**src/rtl/overture_io_port.sv**
```systemverilog
// rtl/overture_io_port.sv - device end of the CPU arch I/O interface with host-side byte queues
//
// overture_io_port_fifo: byte FIFO used for both directions.
//   clk, rst          clock and synchronous active-high reset (pointers/count only)
//   push, push_data   enqueue a byte at the rising edge (caller guarantees room)
//   pop               dequeue the head at the rising edge (caller guarantees data)
//   count             occupancy, 0..DEPTH
//   head              oldest byte, 8'h00 when empty
//
// overture_io_port: top level.
//   arch_input_enable/arch_input_value    CPU read side, value is combinational from the head
//   arch_output_enable/arch_output_value  CPU write side, captured when there is room
//   host_in_valid/host_in_data/host_in_ready     host feeds the input queue
//   host_out_valid/host_out_data/host_out_ready  host drains the output queue
//   in_count/out_count                    queue occupancies
//   underflow_err/overflow_err/err_clear  sticky error flags and their clear

module overture_io_port_fifo #(
    parameter int DEPTH = 8,
    parameter int AW    = $clog2(DEPTH),
    parameter int CW    = $clog2(DEPTH) + 1
) (
    input  logic          clk,
    input  logic          rst,
    input  logic          push,
    input  logic [7:0]    push_data,
    input  logic          pop,
    output logic [CW-1:0] count,
    output logic [7:0]    head
);

    // Data storage is never reset; an empty count masks whatever it holds.
    logic [7:0]    mem_q [DEPTH];
    logic [AW-1:0] rd_q, rd_d;
    logic [AW-1:0] wr_q, wr_d;
    logic [CW-1:0] count_q, count_d;

    always_comb begin
        rd_d    = rd_q;
        wr_d    = wr_q;
        count_d = count_q;
        // AW-bit pointers wrap modulo DEPTH on their own since DEPTH is a power of two.
        if (push) begin
            wr_d = wr_q + AW'(1);
        end
        if (pop) begin
            rd_d = rd_q + AW'(1);
        end
        count_d = count_q + CW'(push) - CW'(pop);
    end

    always_ff @(posedge clk) begin
        if (rst) begin
            rd_q    <= '0;
            wr_q    <= '0;
            count_q <= '0;
        end else begin
            rd_q    <= rd_d;
            wr_q    <= wr_d;
            count_q <= count_d;
        end
    end

    always_ff @(posedge clk) begin
        if (push && !rst) begin
            mem_q[wr_q] <= push_data;
        end
    end

    assign count = count_q;
    // Head comes only from registered storage, so a byte pushed this cycle
    // cannot fall through to the reader before the next cycle.
    assign head  = (count_q != '0) ? mem_q[rd_q] : 8'h00;

endmodule

module overture_io_port #(
    parameter int UUID  = 0,
    parameter     NAME  = "",
    parameter int DEPTH = 8,
    parameter int CW    = $clog2(DEPTH) + 1
) (
    input  logic          clk,
    input  logic          rst,
    input  logic          arch_input_enable,
    output logic [7:0]    arch_input_value,
    input  logic          arch_output_enable,
    input  logic [7:0]    arch_output_value,
    input  logic          host_in_valid,
    input  logic [7:0]    host_in_data,
    output logic          host_in_ready,
    output logic          host_out_valid,
    output logic [7:0]    host_out_data,
    input  logic          host_out_ready,
    output logic [CW-1:0] in_count,
    output logic [CW-1:0] out_count,
    output logic          underflow_err,
    output logic          overflow_err,
    input  logic          err_clear
);

    localparam logic [CW-1:0] FULL = CW'(DEPTH);

    // Instance identification only.
    logic unused_params;
    assign unused_params = ^{UUID, NAME};

    logic in_push, in_pop, out_push, out_pop;
    logic underflow_set, overflow_set;
    logic underflow_q, underflow_d;
    logic overflow_q, overflow_d;

    // ---------------- input queue: host -> CPU ----------------
    assign host_in_ready = (in_count < FULL);
    assign in_push       = host_in_valid && host_in_ready;
    assign in_pop        = arch_input_enable && (in_count != '0);
    assign underflow_set = arch_input_enable && (in_count == '0);

    overture_io_port_fifo #(.DEPTH(DEPTH)) u_in_fifo (
        .clk       (clk),
        .rst       (rst),
        .push      (in_push),
        .push_data (host_in_data),
        .pop       (in_pop),
        .count     (in_count),
        .head      (arch_input_value)
    );

    // ---------------- output queue: CPU -> host ----------------
    assign host_out_valid = (out_count != '0);
    assign out_pop        = host_out_valid && host_out_ready;
    // A full queue still takes a CPU byte when the host frees a slot on the same edge.
    assign out_push       = arch_output_enable && ((out_count < FULL) || out_pop);
    assign overflow_set   = arch_output_enable && !out_push;

    overture_io_port_fifo #(.DEPTH(DEPTH)) u_out_fifo (
        .clk       (clk),
        .rst       (rst),
        .push      (out_push),
        .push_data (arch_output_value),
        .pop       (out_pop),
        .count     (out_count),
        .head      (host_out_data)
    );

    // ---------------- sticky error flags ----------------
    // A new error wins over a simultaneous clear.
    always_comb begin
        underflow_d = (underflow_q && !err_clear) || underflow_set;
        overflow_d  = (overflow_q  && !err_clear) || overflow_set;
    end

    always_ff @(posedge clk) begin
        if (rst) begin
            underflow_q <= 1'b0;
            overflow_q  <= 1'b0;
        end else begin
            underflow_q <= underflow_d;
            overflow_q  <= overflow_d;
        end
    end

    assign underflow_err = underflow_q;
    assign overflow_err  = overflow_q;

endmodule

```
**config.mk**
```make
export PLATFORM = sky130hd
export DESIGN_NAME = overture_io_port
export DESIGN_NICKNAME = d
export VERILOG_FILES = /design/src/rtl/overture_io_port.sv
export SDC_FILE = /design/constraint.sdc
export NUM_CORES = 1
export LEC_CHECK = 0
export CORE_UTILIZATION = 58
export DETAILED_ROUTE_END_ITERATION = 8
export PLACE_DENSITY = 0.8
export SYNTH_ARGS = -nofsm -noshare
export SYNTH_HDL_FRONTEND = slang
export SYNTH_SLANG_ARGS = --single-unit
```
**constraint.sdc**
```tcl
create_clock -name clk -period 2.9 [get_ports clk]
set_clock_uncertainty 0.15 [all_clocks]
set_input_delay 0.725 -clock clk [delete_from_list [all_inputs] [get_ports clk]]
set_output_delay 0.725 -clock clk [all_outputs]
set_load 0.02 [all_outputs]
```
==> impl_metrics.yaml <==
place:
  placed_area_sq_um: 7210
  hpwlAfterDp_um: 7550
  gp_congestion: 0.778
  place_inst: 565
  dp_slack_ns: -0.0418
  numPortBuffers: 50
setup_path:
  timing.rr.end: "u_in_fifo.count[3]$_SDFF_PP0_"
  cp_max_fo: 8
  reg2reg_slack_ns: 0.40
  reg2reg_from: "u_in_fifo.count[3]$_SDFF_PP0_"
  reg2regPathDepth: 11
  cp.required_ns: 2.03
  crit_path_start_kind: "register"
  worstSetupEndpointType: "output pin"
  worstPathArrival_ns: 2.04
  critPathKind: "register to output pin"
logic_synthesis:
  synthesis.area_sq_um: 6330
  ys_top_cells_by_area: "edfxtp_1 (61%), dfxtp_1 (8.8%), mux4_2 (7.1%), mux4_1 (5.0%), ha_1 (2.8%)"
  synth_cell_type_count: 45
  yosys_warnings: 0
  synth-edff-count: 128
  synth_flop_cell: "edfxtp_1"
  yosysSeqAreaShare_pct: 69.5
  avgSynthCellArea_sq_um: 17.7
  async_flop_share_pct: 0
  yosysTopAreaCellShare_pct: 60.7
  syn_nets: 396
  synth_cells: 357
  synth.largest_area_cell: "edfxtp_1"
  synth.ff_latch_count: 156
  synthTopCellsByCount: "edfxtp_1 (128), dfxtp_1 (28), mux4_2 (20), nor2_1 (20), inv_1 (19)"
  synth.most_common_cell: "edfxtp_1"
sta:
  fin_crit_sh_pct: 100
  slew_headroom_pct: 61.7
  finalSetupViolCount: 3
  grt_setup_unrepaired: "yes"
  fmaxAchievable_mhz: 343
  post-route-min-period_ns: 2.91
  hold_slack_ns: 0.328
  drv_slew: 0
  tightest_slew_ns: 0.566
  worst_slack_ns: -0.0118
  hold_viol_final: 0
  setup_tns_ns: -0.0193
floorplan:
  dieArea_sq_um: 11300
  die_w_um: 107
  io_pins: 51
  core_sq_um: 10500
  initial_core_util_pct: 60.5
  die_h_um: 107
  num_rows: 37
route:
  ant_nets: 0
  drt_iter0_drc: 267
  via_count: 3743
  wl_um: 13500
  dr.pass1.iters: 5
  wl_per_cell_um: 22.1
  avgViaCountPerCell: 6.11
  drc: 0
layout:
  area_delta_synth_final_pct: 26.1
  stdcell_area_sq_um: 7990
  fin_util_pct: 76.4
  final_nets: 503
  antenna_cells: 0
  layout-drive-gt1-share_pct: 32.9
  layoutNonFillerInstCount: 613
  fillers: 594
cts:
  holdBufCountCts: 0
  clockBufferDepth: 2
  htree_levels: 4
  clk_latency_ns: 0.52
  cts_buffers: 17
  clk_pin_slew_ns: 0.07
  cts_tree: "built"
  cts_sinks: 156
  root_buffer: "clkbuf_8"
global_routing:
  grt_max_degree: 19
  first_global_vias: 3781
  track_usage_pct: 25.9
  antenna_found_initial: 0
  grt_first_pass_wirelength_um: 21000
  grt_overflow_total: 0
pwr:
  pwr-share-clk_pct: 29.7
  power.total_mw: 7.16
  pwr-share-seq_pct: 37.7
  p_per_area_nw_per_um2: 895
  swShare_pct: 30.2
  p_leak_nw: 2.84
  p_sw_mw: 2.16
  p_comb_share_pct: 32.6
  p_int_mw: 4.99
  ir_drop_uv: 653
status:
  status: "complete, but fails checks"
  violations: "negative setup slack"
min_path:
  holdPathStages: 2
  hp-start: "overflow_err$_SDFF_PP0_"
  holdPathEnd: "overflow_err$_SDFF_PP0_"
  hp-class: "register to register"
run:
  maxCapViolCount: 0
[how the worst max path moves through the flow]
stage          cells past startpoint                              end                           from  slack (ns)
6_report                           4                 host_out_data[2]                       register       -0.01
5_1_grt                            5                 host_out_data[6]                       register       -0.07
4_1_cts                            5                 host_out_data[6]                       register       -0.02
3_5_place_dp                       9   u_out_fifo.count[3]$_SDFF_PP0_                 host_out_ready       -0.04
3_3_place_gp                       7              arch_input_value[6]  u_in_fifo.count[2]$_SDFF_PP0_       -0.02
2_1_floorplan                      4  u_in_fifo.mem_q[2][0]$_DFFE_PP_                  host_in_valid        0.23
[routing by layer]
metal,up-vias,global-route usage (%),routed length [um]
li1,1643,-,-
met1,1880,34.5,5340
met2,196,42.6,6870
met3,24,5.58,1070
met4,0,9.30,262
met5,-,0,0
[final cells by class]
class | count | area, sq um | share of cell area (%)
timing repair buffer | 105 | 1000 | 12.5
clock inverter | 14 | 154 | 1.93
clock buffer | 18 | 418 | 5.23
inverter | 20 | 75.1 | 0.940
tap | 136 | 170 | 2.13
sequential | 156 | 4420 | 55.3
multi-input combinational | 164 | 1760 | 22.0
[critical path: stages (launching register included)]
cell and delay, ns:
dfxtp_4 0.38, buf_12 0.15, mux4_2 0.55, a22o_1 0.29, buf_6 0.14
[registers in the layout, summed over array words and instances, names as in the netlist, named ones only]
name	flops
u_out_fifo.wr_q	3
u_out_fifo.count	4
u_in_fifo.mem_q	64
u_out_fifo.rd_q	3
u_in_fifo.count	4
u_out_fifo.mem_q	64
underflow_err	1
u_in_fifo.wr_q	3
overflow_err	1
u_in_fifo.rd_q	3
[cells in the final DEF, fill, tap and decap left out, types with 8 or more instances in the layout]
master           netlist  final
buf_6                  2     17
clkdlybuf4s50_1        0     33
a21oi_1               12     12
inv_1                 19     15
dfxtp_1               28     23
a22o_1                16     16
edfxtp_1             128    128
nor2b_1                8      8
buf_4                  0     46
ha_1                  14     12
nor2_1                20     19
clkbuf_16              0     16
mux4_2                20     31
[power groups by stage]
stage / clock (mW) / sequential [mW] / combinational [mW]
after floorplan: 0 / 2.75 / 1.20
after global placement: 0 / 2.70 / 1.95
after detailed placement: 0 / 2.71 / 2.00
after CTS: 2.14 / 2.70 / 2.21
after global routing: 2.23 / 2.71 / 2.50
final: 2.13 / 2.70 / 2.33
[timing repair]
item,in CTS,in global routing
endpoints found under the setup margin,17,17
gates cloned,2,0
resized for setup,116,18
setup buffers,10,7
pin swaps,6,9
[cell families (layout without fill, tap and decap cells)]
logic type / Yosys count / after routing / synth area share [%]
AND/OR/NAND/NOR: 67 / 67 / 6.12
AO/OA/AOI/OAI: 41 / 41 / 4.62
multiplexers: 36 / 36 / 12.8
buffers and inverters: 37 / 157 / 3.02
XOR/XNOR: 4 / 4 / 0.553
flip-flops: 156 / 156 / 69.5
adder cells (fa/ha/maj): 16 / 16 / 3.40
Note: power is estimated with default switching activity, not from simulation.
